===== config.mk =====
export PLATFORM = sky130hd
export DESIGN_NAME = nd_2to1_arbiter
export DESIGN_NICKNAME = d
export VERILOG_FILES = /design/src/rtl/nd_2to1_arbiter.sv
export SDC_FILE = /design/constraint.sdc
export NUM_CORES = 1
export LEC_CHECK = 0
export ABC_AREA = 1
export BUFFER_PORTS_ARGS = -buffer_cell sky130_fd_sc_hd__buf_2
export CORE_AREA = 8 8 61 114
export DETAILED_ROUTE_END_ITERATION = 6
export DIE_AREA = 0 0 69 122
export GPL_TIMING_DRIVEN = 1
export PLACE_DENSITY = 0.77
export RECOVER_POWER = 50
export SETUP_SLACK_MARGIN = 0.5
export SKIP_CTS_REPAIR_TIMING = 1
export SYNTH_ARGS = -nofsm -noshare
export SYNTH_HDL_FRONTEND = slang
export SYNTH_SLANG_ARGS = --single-unit

===== constraint.sdc =====
create_clock -name clk -period 2.15 [get_ports clk]
set_clock_uncertainty 0.1 [all_clocks]
set_input_delay 0.215 -clock clk [delete_from_list [all_inputs] [get_ports clk]]
set_output_delay 0.215 -clock clk [all_outputs]
set_load 0.02 [all_outputs]

===== src/rtl/nd_2to1_arbiter.sv =====
// Round-robin merge of two 4-phase req/ack message channels onto one, holding one message
// and optionally checking its redundancy field at capture; all handshake inputs are 2-flop synchronized.
`ifndef NS_ADDRESS_SIZE
`define NS_ADDRESS_SIZE 4
`endif
`ifndef NS_DATA_SIZE
`define NS_DATA_SIZE 8
`endif
`ifndef NS_REDUN_SIZE
`define NS_REDUN_SIZE 4
`endif

module nd_2to1_arbiter #(
  parameter int ASZ       = `NS_ADDRESS_SIZE,
  parameter int DSZ       = `NS_DATA_SIZE,
  parameter int RSZ       = `NS_REDUN_SIZE,
  parameter bit CHECK_RED = 1'b1,
  parameter bit DROP_BAD  = 1'b1
) (
  input  logic           clk,
  input  logic           reset,
  input  logic [ASZ-1:0] i0_src,
  input  logic [ASZ-1:0] i0_dst,
  input  logic [DSZ-1:0] i0_dat,
  input  logic [RSZ-1:0] i0_red,
  input  logic           i0_req_in,
  output logic           i0_ack_out,
  input  logic [ASZ-1:0] i1_src,
  input  logic [ASZ-1:0] i1_dst,
  input  logic [DSZ-1:0] i1_dat,
  input  logic [RSZ-1:0] i1_red,
  input  logic           i1_req_in,
  output logic           i1_ack_out,
  output logic [ASZ-1:0] o0_src,
  output logic [ASZ-1:0] o0_dst,
  output logic [DSZ-1:0] o0_dat,
  output logic [RSZ-1:0] o0_red,
  output logic           o0_req_out,
  input  logic           o0_ack_in,
  output logic           err_flag,
  output logic [7:0]     err_cnt,
  output logic           last_gnt
);

  localparam int MW = 2*ASZ + DSZ;

  typedef enum logic [1:0] {IDLE, IN_ACK, SEND, OUT_REL} state_t;

  state_t         state;
  logic [1:0]     i0_sync, i1_sync, ack_sync;
  logic           s_i0_req, s_i1_req, s_o0_ack;
  logic           gnt, bad;
  logic           pick, sel_bad;
  logic [ASZ-1:0] sel_src, sel_dst;
  logic [DSZ-1:0] sel_dat;
  logic [RSZ-1:0] sel_red;

  // Redundancy is the XOR of all RSZ-wide chunks of {src,dst,dat}.
  function automatic logic [RSZ-1:0] calc_redun(input logic [ASZ-1:0] src,
                                                input logic [ASZ-1:0] dst,
                                                input logic [DSZ-1:0] dat);
    logic [MW-1:0]  v;
    logic [RSZ-1:0] r;
    v = {src, dst, dat};
    r = '0;
    for (int c = 0; c < MW; c += RSZ) r = r ^ RSZ'(v >> c);
    return r;
  endfunction

  always_ff @(posedge clk or negedge reset) begin
    if (!reset) begin
      i0_sync  <= '0;
      i1_sync  <= '0;
      ack_sync <= '0;
    end else begin
      i0_sync  <= {i0_sync[0], i0_req_in};
      i1_sync  <= {i1_sync[0], i1_req_in};
      ack_sync <= {ack_sync[0], o0_ack_in};
    end
  end

  assign s_i0_req = i0_sync[1];
  assign s_i1_req = i1_sync[1];
  assign s_o0_ack = ack_sync[1];

  always_comb begin
    pick    = (s_i0_req && s_i1_req) ? ~last_gnt : s_i1_req;
    sel_src = pick ? i1_src : i0_src;
    sel_dst = pick ? i1_dst : i0_dst;
    sel_dat = pick ? i1_dat : i0_dat;
    sel_red = pick ? i1_red : i0_red;
    sel_bad = CHECK_RED && (sel_red != calc_redun(sel_src, sel_dst, sel_dat));
  end

  always_ff @(posedge clk or negedge reset) begin
    if (!reset) begin
      state      <= IDLE;
      i0_ack_out <= 1'b0;
      i1_ack_out <= 1'b0;
      o0_req_out <= 1'b0;
      o0_src     <= '0;
      o0_dst     <= '0;
      o0_dat     <= '0;
      o0_red     <= '0;
      err_flag   <= 1'b0;
      err_cnt    <= '0;
      last_gnt   <= 1'b1;
      gnt        <= 1'b0;
      bad        <= 1'b0;
    end else begin
      case (state)
        IDLE: begin
          // A lingering downstream ack blocks new grants until it is released.
          if ((s_i0_req || s_i1_req) && !s_o0_ack) begin
            gnt        <= pick;
            last_gnt   <= pick;
            o0_src     <= sel_src;
            o0_dst     <= sel_dst;
            o0_dat     <= sel_dat;
            o0_red     <= sel_red;
            bad        <= sel_bad;
            i0_ack_out <= ~pick;
            i1_ack_out <= pick;
            if (sel_bad) begin
              err_flag <= 1'b1;
              if (err_cnt != 8'hFF) err_cnt <= err_cnt + 8'd1;
            end
            state <= IN_ACK;
          end
        end
        IN_ACK: begin
          if (!(gnt ? s_i1_req : s_i0_req)) begin
            i0_ack_out <= 1'b0;
            i1_ack_out <= 1'b0;
            if (bad && DROP_BAD) begin
              state <= IDLE;
            end else begin
              o0_req_out <= 1'b1;
              state      <= SEND;
            end
          end
        end
        SEND: begin
          if (s_o0_ack) begin
            o0_req_out <= 1'b0;
            state      <= OUT_REL;
          end
        end
        OUT_REL: begin
          if (!s_o0_ack) state <= IDLE;
        end
        default: state <= IDLE;
      endcase
    end
  end

endmodule

== Word level (Yosys, flattened, before mapping) ==
Cells that the tools add are included.

* Register bits: 43
* Bits in latches: 0
* Bits in writable memories: 0
* Memory bits (read-only): 0
* Input port bits: 45
* Output and inout bits: 33
* Logic and storage cells: 66
* Memories: 0

* $add $sub $neg: 1
* $mul: 0
* Div/mod/pow operators: 0
* Magnitude comparators: 0
* Equality and inequality tests: 10
* Shifts and indexed selects: 0
* Multiplexer cells: 21
* Bitwise gates (word level): 5
* Reduce and logical (&&, ||, !) cells: 13

{| class="wikitable"
|+ Operator list
! kind !! number
|-
| $mux W4 || 3
|-
| $reduce_and A4 Y1 || 3
|-
| $xor A4 B4 Y4 || 3
|-
| $mux W2 || 5
|-
| $ne A2 B2 Y1 const B || 5
|-
| $add A8 B1 Y8 const B || 1
|-
| $mux W1 || 8
|-
| $mux W8 || 1
|-
| $ne A8 B8 Y1 const B || 1
|-
| $pmux W2 S4 || 1
|-
| $pmux W1 S2 || 3
|-
| $reduce_and A3 Y1 || 2
|-
| $eq A2 B2 Y1 const B || 2
|-
| $ne A4 B4 Y1 || 1
|-
| $reduce_bool A2 Y1 || 2
|-
| $eq A2 B1 Y1 const B || 1
|-
| $logic_and A1 B1 Y1 || 2
|-
| $logic_not A2 Y1 || 1
|-
| $not A1 Y1 || 2
|-
| $reduce_and A2 Y1 || 1
|-
| $logic_not A1 Y1 || 1
|-
| $logic_or A1 B1 Y1 || 1
|}

== Longest topological paths before layout ==
Gate-level depths: netlist (run 1).

* Word-level depth: 8
* Depth in mapped cells: 16
* Depth with buffers taken out: 16

== Worst setup path before layout (run 1) ==
OpenSTA, ideal clock, no wires.

* Kind: reg2reg
* Start point: register last_gnt
* End point: register err_cnt[3]
* Setup time: 0.119 ns
* Arrival time: 1.706 ns
* Required time: 1.931 ns
* Path slack: 0.225 ns
* Stages on the path, launching flop included: 17
* Path buffers: 1
* Period minus slack after synthesis: 1.925 ns
* Cells stage by stage: dfstp_2 nand2_4 nand2_8 buf_6 nand2_1 nand2_1 nand2_1 nand2_1 nand2_1 nand2_1 nand2_1 nand2_1 nor2_2 nand2_4 nand3_4 nand2_1 nand2_1

* Longest elaborated chain between the ends: 8
* Elaborated cells on any way between the ends: 11
* Classes of those cells: eq/ne: 1; mux: 5; bitwise: 4; reduce/logical: 1

{| class="wikitable"
|+ RTL lines
! item !! RTL line !! RTL
|-
| start: declaration || 42 || <nowiki>output logic last_gnt</nowiki>
|-
| start signal: assignment || 116 || <nowiki>last_gnt <= pick;</nowiki>
|-
| $not A1 Y1 (*) || 87 || <nowiki>pick = (s_i0_req && s_i1_req) ? ~last_gnt : s_i1_req;</nowiki>
|-
| $mux W1 (*) || 87 ||
|-
| $mux W8 || 90 || <nowiki>sel_dat = pick ? i1_dat : i0_dat;</nowiki>
|-
| $xor A4 B4 Y4 (3 in a row) || 66 || <nowiki>for (int c = 0; c < MW; c += RSZ) r = r ^ RSZ'(v >> c);</nowiki>
|-
| $ne A4 B4 Y1 (*) || 92 || <nowiki>sel_bad = CHECK_RED && (sel_red != calc_redun(sel_src, sel_dst, sel_dat));</nowiki>
|-
| $reduce_and A4 Y1 (no source line) (*) || n/a ||
|-
| end signal: assignment || 126 || <nowiki>if (err_cnt != 8'hFF) err_cnt <= err_cnt + 8'd1;</nowiki>
|-
| end: declaration || 41 || <nowiki>output logic [7:0] err_cnt,</nowiki>
|}

Mark *: on every way between the ends. The rest lies on a longest branch, timed or not.
A chain may end at the register's enable or synchronous reset.

== Worst setup path after layout (run 1) ==
* Start point: register last_gnt
* End point: register err_cnt[0]

The elaborated chain is that of the path after synthesis.

==> results of run 1 <==
## per-stage QoR
step / instances / hold WS (ns) / instance area [um^2]
6_report: 547 / 0.216 / 3810
5_1_grt: 547 / 0.229 / 3810
4_1_cts: 519 / -0.147 / 3270
3_5_place_dp: 511 / 0.175 / 3180
3_3_place_gp: 511 / 0.161 / 3180
2_1_floorplan: 382 / -0.181 / 2750
## per-layer routing
layer  global-route usage  up-vias
met4               0.0774        0
met5                    0        -
met2                0.307       93
met1                0.169     1367
met3               0.0423       20
li1                     -     1410
## registers in the layout (all words and copies together), names as in the netlist, 2 cells and up, named ones only
register / count
o0_dst: 4
err_cnt: 8
o0_dat: 8
i0_sync: 2
o0_src: 4
ack_sync: 2
o0_red: 4
i1_sync: 2
## kinds of logic (layout without fill, tap and decap cells)
| family | count (synthesis) | count (layout) | synth area share |
|---|---|---|---|
| muxes | 3 | 3 | 0.0124 |
| DFF | 43 | 43 | 0.394 |
| and+or+nand+nor | 251 | 254 | 0.408 |
| buffers and inverters | 50 | 152 | 0.0907 |
| adders and majority gates | 1 | 1 | 0.00458 |
| AOI/OAI and AO/OA | 27 | 27 | 0.0682 |
| xor gates and xnor gates | 7 | 7 | 0.0224 |
## power by group through the flow
stage | clock network (mW) | logic, mW | registers [mW]
3_5_place_dp | 0 | 1.74 | 1.31
2_1_floorplan | 0 | 0.923 | 1.58
3_3_place_gp | 0 | 1.69 | 1.29
6_report | 0.526 | 2.17 | 1.32
4_1_cts | 0.536 | 1.74 | 1.29
5_1_grt | 0.573 | 2.36 | 1.34
## final timing paths
path,endpoint,from,slack [ns],depth (start not counted)
worst min-delay path,o0_red[0]$_DFFE_PN0P_,i1_red[0],0.22,4
min in group asynchronous,i1_sync[0]$_DFF_PN0_,reset,0.41,2
worst min register to register,i1_sync[1]$_DFF_PN0_,i1_sync[0]$_DFF_PN0_,0.26,0
worst max register to register,err_cnt[0]$_DFFE_PN0P_,last_gnt$_DFFE_PN1P_,-0.04,15
max in group asynchronous,o0_dst[2]$_DFFE_PN0P_,reset,0.92,3
worst max-delay path,err_cnt[0]$_DFFE_PN0P_,last_gnt$_DFFE_PN1P_,-0.04,15
## area by class of cell
| type | instances | share of cell area |
|---|---|---|
| clock inverters | 1 | 0.00131 |
| repair buffers | 109 | 0.215 |
| inverters | 35 | 0.0345 |
| flip-flops and latches | 43 | 0.284 |
| multi-input cells | 292 | 0.423 |
| clock buffers | 7 | 0.0227 |
| well taps | 60 | 0.0197 |
## worst max-delay path, stage by stage, from the launching register on
cell                        delay, ns
sky130_fd_sc_hd__dfstp_2         0.60
sky130_fd_sc_hd__nand2_8         0.13
sky130_fd_sc_hd__clkbuf_16       0.20
sky130_fd_sc_hd__nand3b_1        0.11
sky130_fd_sc_hd__nand2_2         0.08
sky130_fd_sc_hd__nand2_1         0.06
sky130_fd_sc_hd__nand2_1         0.06
sky130_fd_sc_hd__nand2_1         0.09
sky130_fd_sc_hd__nand2_1         0.06
sky130_fd_sc_hd__nand2_1         0.06
sky130_fd_sc_hd__nand2_2         0.06
sky130_fd_sc_hd__nor2_4          0.15
sky130_fd_sc_hd__nand2_4         0.10
sky130_fd_sc_hd__nand3_4         0.12
sky130_fd_sc_hd__nand2_1         0.07
sky130_fd_sc_hd__nand2_1         0.07
## Yosys cell counts
cell / n / share of area
sky130_fd_sc_hd__a21oi_1: 1 / 0.0018
sky130_fd_sc_hd__nor2_2: 2 / 0.0046
sky130_fd_sc_hd__inv_1: 35 / 0.048
sky130_fd_sc_hd__buf_4: 4 / 0.011
sky130_fd_sc_hd__xnor2_1: 2 / 0.0064
sky130_fd_sc_hd__nand3_1: 23 / 0.042
sky130_fd_sc_hd__mux2_2: 3 / 0.012
sky130_fd_sc_hd__buf_6: 5 / 0.021
sky130_fd_sc_hd__buf_2: 6 / 0.011
sky130_fd_sc_hd__o21ai_0: 6 / 0.011
sky130_fd_sc_hd__nand2_4: 2 / 0.0082
sky130_fd_sc_hd__nand2_8: 1 / 0.0073
sky130_fd_sc_hd__nand2_1: 189 / 0.26
sky130_fd_sc_hd__dfrtp_1: 42 / 0.38
sky130_fd_sc_hd__o31ai_1: 1 / 0.0027
sky130_fd_sc_hd__a22oi_1: 1 / 0.0027
sky130_fd_sc_hd__dfstp_2: 1 / 0.0096
sky130_fd_sc_hd__nand4_1: 8 / 0.018
sky130_fd_sc_hd__nand3_4: 1 / 0.0064
sky130_fd_sc_hd__nand3b_1: 17 / 0.047
sky130_fd_sc_hd__o21a_1: 17 / 0.047
sky130_fd_sc_hd__xor2_1: 5 / 0.016
sky130_fd_sc_hd__ha_1: 1 / 0.0046
sky130_fd_sc_hd__o311ai_0: 1 / 0.0032
sky130_fd_sc_hd__nor2_4: 1 / 0.0041
sky130_fd_sc_hd__nor2_1: 6 / 0.0082
sky130_fd_sc_hd__nor3_1: 1 / 0.0018
==> impl_summary.md, run 1 <==
Run status
The flow ran to the end, but the final reports show violations. The final reports fail on negative setup slack.

Routing
After detailed routing, the average wire length per cell comes to 15.5 um. In the routed design, unresolved DRC markers number 0. Dividing the detail-routed via count by the number of cells gives 5.28. The wire length the detailed router placed on met1 is 3210 um.

The via count of the routed design is 2,890. Signal routing reaches up to met4. In the detailed route, the total length drawn on met2 is 4660 um. The number of search-and-repair iterations in the first detailed-routing pass is 4. In this run the remaining antenna-violating nets after routing total 0. After detailed routing, the total wire length is 8510 um. The DRC marker count from the first detailed-route iteration is 168.

The total met3 wirelength after detailed routing is 387 um.

STA
After layout, the worst setup slack is -0.0400 ns. The transition time at the pin with the least slew margin is 0.712 ns. The share of the clock period used by the worst path is 1.02. The hold violation total from the final report is 0. Setup violations remaining at the end of the flow were counted as 8. For this run, the top clock speed supported by timing is 0.457 GHz. The count of pins over their slew limit is 0.

Setup repair after global routing could not meet its margin everywhere. Counting I/O delays and the setup requirement, the final critical path takes 2.19 ns. After routing, the total negative slack on setup checks comes to -0.202 ns.

The worst slew margin relative to its limit is 0.526.

Floorplanning
The cell row count is 38. The x dimension of the die is 69 um. For this design the top-level I/O count stands at 78. The die covers 8420 um^2. The chip height is 122 um. The total area inside the core boundary comes to 5420 um^2. The initial standard-cell utilization of the core is 0.504.

Min path
The path class of the tightest hold or removal check is in2reg.

Global routing
The pin count of the biggest net entering global routing is 38. After global routing the overflow that remains totals 0. The first global-routing pass estimated 11,700 um of wire. The global-route total usage across every layer is 0.166. The number of antenna violations at the first check in global routing came to 0. The via count of the first global-routing pass is 2,626.

Placed design
The half-perimeter wire length after detailed placement is 5650 um. The congestion estimate from routability-driven global placement came to 0.812. The pre-CTS setup slack is 0.0249 ns. Input and output buffers added on the ports amount to 77.

Layout
The number of filler cells placed in the layout is 456. In the final layout, flip-flops and latches occupy 1080 um^2. The growth of design area from synthesis to finish is 39.4%. The final core utilization is 0.703. The commonest non-fill, non-tap cell in the layout is sky130_fd_sc_hd__nand2_1. In the layout the commonest cells are sky130_fd_sc_hd__nand2_1 (151), sky130_fd_sc_hd__buf_2 (54), sky130_fd_sc_hd__dfrtp_1 (41), sky130_fd_sc_hd__nand2_2 (35), sky130_fd_sc_hd__inv_1 (32). The multi-input logic area is 1610 um^2.

The number of antenna diodes is 0. The number of nets in the layout is 532. Of the cells placed in the final design, the portion with a size suffix greater than 1 is 0.310.

Clock network
The CTS tree is built. The cell sitting at the root of the clock tree is a sky130_fd_sc_hd__clkbuf_8. Counting along the longest clock path gives a buffer depth of 2. The worst-skew pair later-pin latency is 0.30 ns. The number of clock buffers added by TritonCTS is 5.

After clock tree synthesis, the clock-pin slew on the worst setup and hold paths is 0.08 ns. The clock net sink count is 43. The H-tree level count is 2.

Yosys
Yosys mapped the design onto 27 distinct sky130hd cell types. Synthesis inferred 43 register bits. The post-synthesis net count is 428. For this run, the register share of the synthesized area comes to 0.394. The synthesized instance count is 382. The total standard cell area after synthesis is 2730 um^2. A synthesized cell averages 7.15 um^2. Yosys printed 0 warnings.

Power
Summed over all cells, the static leakage comes to 2.06 nW. The switching part of the total is 0.438. The combinational share of power is 0.541. The share of total power dissipated in the clock network is 0.131. The analysis attributes to net switching a power of 1.76 mW.

The power density over the cells is 1050 nW/um^2. After layout, the design draws a total of 4.02 mW. The share of total power dissipated in sequential elements is 0.328. The largest voltage drop on the vdd net is 0.803 mV. The internal power of the cells totals 2.26 mW.

Worst setup path
Along the worst path, the maximum fanout reaches 8. The critical path class is reg2reg. The worst setup path is captured at a flop.

The startpoint class of the critical path is a flop. The data required time at the worst endpoint is 2.29 ns. The critical path data arrival time is 2.33 ns.

Run
The max-capacitance violation count is 0.
Note: power is estimated with default switching activity, not from simulation.
==> inputs of run 2 (changes only) <==
--- a/config.mk
+++ b/config.mk
@@ -11,7 +11,7 @@
 export DETAILED_ROUTE_END_ITERATION = 6
 export DIE_AREA = 0 0 69 122
 export GPL_TIMING_DRIVEN = 1
-export PLACE_DENSITY = 0.77
+export PLACE_DENSITY = 0.8
 export RECOVER_POWER = 50
 export SETUP_SLACK_MARGIN = 0.5
 export SKIP_CTS_REPAIR_TIMING = 1
==> run 2 against run 1 <==
Compared with the run above: non-clock buffer count did not move; setup slack improved by 0.0086 ns; die area did not move; sequential power barely moved; power fell by 1.6%; global-route usage rose by 0.54 points; critical endpoint is now err_cnt[1]$_DFFE_PN0P_; critical path depth did not move; flip-flop and latch count did not move; highest routed layer unchanged; the run still ends with negative setup slack left; routed wire length fell by 2.6%; via count rose by 0.24%; final area fell by 1.6%.
==> impl_summary.md, run 2 (same netlist as run 1, synthesis figures left out) <==
STA
The transition time at the pin with the least slew margin came to 1.35 ns (+0.640 ns). The setup TNS is -0.170 ns (+0.0323 ns). The hold violation total from the final report came to 0 (unchanged). The worst slew margin relative to its limit is 0.0988 (-0.427). The final critical delay including setup and external delays was 2.18 ns (-0.00856 ns). The count of pins over their slew limit was 0 (unchanged). Setup repair after global routing could not meet its margin everywhere.

The worst slack on hold paths is 0.207 ns (-0.00923 ns). The share of the clock period used by the worst path was 1.01 (-0.00398). The worst setup slack after layout is -0.0314 ns (+0.00856 ns). The final count of negative-setup-slack endpoints was 9 (+1). The achievable clock frequency is 0.458 GHz (+0.39%).

Placed design
The pre-CTS setup slack was 0.0243 ns (-0.000666 ns). The half-perimeter wire length after detailed placement came to 5550 um (-1.8%). The placer congestion estimate came to 0.867 (+6.8%). The count of port buffers added during placement came to 77 (unchanged).

Clock network
The worst-skew pair later-pin latency is 0.30 ns (about the same). The clock slew seen by the registers of the worst setup and hold paths is 0.08 ns (about the same). Clock tree synthesis selected as its root buffer the cell sky130_fd_sc_hd__clkbuf_8. The H-tree level count was 2 (unchanged). The number of buffers inserted during clock tree synthesis is 5 (unchanged).

The CTS tree is built. The largest buffer count on any clock path came to 2 (unchanged). The clock net sink count is 43 (unchanged).

Routing
The via count normalized by instance count is 5.30 (+0.24%). The post-detailed-routing wire length is 8290 um (-2.6%). The via count of the routed design is 2,897 (+0.24%).

The post-detailed-route wirelength per cell was 15.1 um (-2.6%). The count of unresolved DRC violations after routing is 0 (unchanged). The number of search-and-repair iterations in the first detailed-routing pass is 4 (unchanged). The DRC marker count from the first detailed-route iteration is 245 (+46%). The antenna violation net count after detailed routing is 0 (unchanged).

Global routing
The pin count of the biggest net entering global routing was 38 (unchanged). The global-route total usage across every layer was 0.171 (+0.00544). The global route total overflow is 0 (unchanged). The via count of the first global-routing pass is 2,771 (+5.5%).

The first-pass GRT wire length came to 12,100 um (+3.4%). The number of antenna violations at the first check in global routing is 0 (unchanged).

Worst setup path
Walking the worst path, the cells encountered are nand2_8, nand2_8, buf_6, nand2_1, nand2_2, nand2_1, nand2_1, nand2_1, nand3b_1, nand2_2, nor2_4, nand2_4, nand3_4, nand2_1, nand2_1. The cell type of the slowest stage on the worst timing path is sky130_fd_sc_hd__dfstp_2. The worst setup path is of the reg2reg kind. The delay contributed by the slowest stage of the critical path is 0.60 ns (about the same). The largest driver fanout on the critical path is 8 (unchanged). By instance count, the cell type seen most on the critical path is sky130_fd_sc_hd__nand2_1. The worst setup path is launched from a flop. The total buffers and inverters traversed by the critical path is 1 (unchanged). The critical path data arrival time was 2.33 ns (about the same).

The data required time at the worst endpoint is 2.30 ns (about the same). The type of element capturing the critical path is a flop. The cell type group with the largest total delay on the critical path is simple AND/OR/NAND/NOR gates.

Power
The total power after layout is 3.95 mW (-1.6%). The static leakage power is 2.02 nW (-2.1%). The power density over the cells came to 1050 nW/um^2 (about the same). The largest voltage drop on the vdd net is 0.792 mV (-1.4%).

Floorplanning
The area of the die is 8420 um^2 (unchanged). The area inside the core boundary is 5420 um^2 (unchanged). The top-level port count is 78 (unchanged). The x dimension of the die is 69 um (unchanged).

The chip height is 122 um (unchanged). The cell row count is 38 (unchanged). The initial standard-cell utilization of the core is 0.504 (unchanged).

Layout
The number of nets in the layout is 532 (unchanged). The library cell used most frequently in the layout, excluding fill and tap cells, is sky130_fd_sc_hd__nand2_1. The largest registers in the layout are err_cnt x8, o0_dat x8. The number of antenna diodes is 0 (unchanged). The library cells used most frequently in the layout, excluding fill and tap cells, are sky130_fd_sc_hd__nand2_1 (156), sky130_fd_sc_hd__buf_2 (52), sky130_fd_sc_hd__dfrtp_1 (41), sky130_fd_sc_hd__nand2_2 (32), sky130_fd_sc_hd__inv_1 (31).

Compared with the post-synthesis result, the final layout area differs by 37.1%. The fraction of final layout cells with drive strength greater than 1 was 0.294 (-0.0164).

Run status
The flow ran to the end, but the final reports show violations. The checks that failed: negative setup slack.

Min path
The tightest min-delay check is of the in2reg type.

Run
The max-capacitance violation count is 0 (unchanged).
run 2: changes by cell type in the layout (fill, tap and decap cells not counted), moves of 2 or more:
cell | before | now
sky130_fd_sc_hd__buf_2 | 54 | 52
sky130_fd_sc_hd__nand2_4 | 6 | 4
sky130_fd_sc_hd__clkbuf_16 | 7 | 4
sky130_fd_sc_hd__nand2_2 | 35 | 32
sky130_fd_sc_hd__nand2_1 | 151 | 156
sky130_fd_sc_hd__buf_4 | 8 | 11
sky130_fd_sc_hd__clkbuf_1 | 23 | 26
run 2: metal layers:
layer / up-vias / global-route usage / share of wire
met2: 110 / 0.309 / 0.54
met1: 1356 / 0.177 / 0.37
met3: 19 / 0.0423 / 0.055
met4: 0 / 0.0929 / 0.029
li1: 1412 / - / -
met5: - / 0 / 0
run 2: metrics by stage:
step,cell area [um^2],cells,util
3_3_place_gp,3200,515,0.590
4_1_cts,3300,523,0.608
6_report,3750,547,0.691
2_1_floorplan,2750,382,-
5_1_grt,3750,547,0.691
3_5_place_dp,3200,515,0.590
run 2: layout make-up:
cell class,count,area [um^2]
Clock buffer,8,100
Fill cell,453,1670
Sequential cell,43,1080
Timing Repair Buffer,109,766
Tap cell,60,75.1
Multi-Input combinational cell,292,1590
Inverter,35,134
run 2: where the power goes:
| group | internal (mW) | switching (mW) | total (mW) |
|---|---|---|---|
| Combinational | 0.828 | 1.24 | 2.07 |
| Sequential | 1.10 | 0.204 | 1.31 |
| Clock | 0.293 | 0.284 | 0.578 |
| Total | 2.23 | 1.73 | 3.95 |
run 2: path summary, 6_finish.rpt:
kind,start,depth (start not counted),slack (ns),to
max in group asynchronous,reset,3,0.36,o0_dst[2]$_DFFE_PN0P_
min in group asynchronous,reset,2,0.64,i1_sync[0]$_DFF_PN0_
setup / recovery,last_gnt$_DFFE_PN1P_,15,-0.03,err_cnt[1]$_DFFE_PN0P_
hold reg to reg,i0_sync[0]$_DFF_PN0_,0,0.26,i0_sync[1]$_DFF_PN0_
setup reg to reg,last_gnt$_DFFE_PN1P_,15,-0.03,err_cnt[1]$_DFFE_PN0P_
hold / removal,i0_red[0],4,0.21,o0_red[0]$_DFFE_PN0P_
run 2: worst register-to-register path, stage by stage, from the launching register on:
cell and delay [ns]:
sky130_fd_sc_hd__dfstp_2 0.60, sky130_fd_sc_hd__nand2_8 0.14, sky130_fd_sc_hd__nand2_8 0.15, sky130_fd_sc_hd__buf_6 0.11
sky130_fd_sc_hd__nand2_1 0.06, sky130_fd_sc_hd__nand2_2 0.08, sky130_fd_sc_hd__nand2_1 0.07, sky130_fd_sc_hd__nand2_1 0.06
sky130_fd_sc_hd__nand2_1 0.08, sky130_fd_sc_hd__nand3b_1 0.11, sky130_fd_sc_hd__nand2_2 0.07, sky130_fd_sc_hd__nor2_4 0.15
sky130_fd_sc_hd__nand2_4 0.10, sky130_fd_sc_hd__nand3_4 0.11, sky130_fd_sc_hd__nand2_1 0.08, sky130_fd_sc_hd__nand2_1 0.06
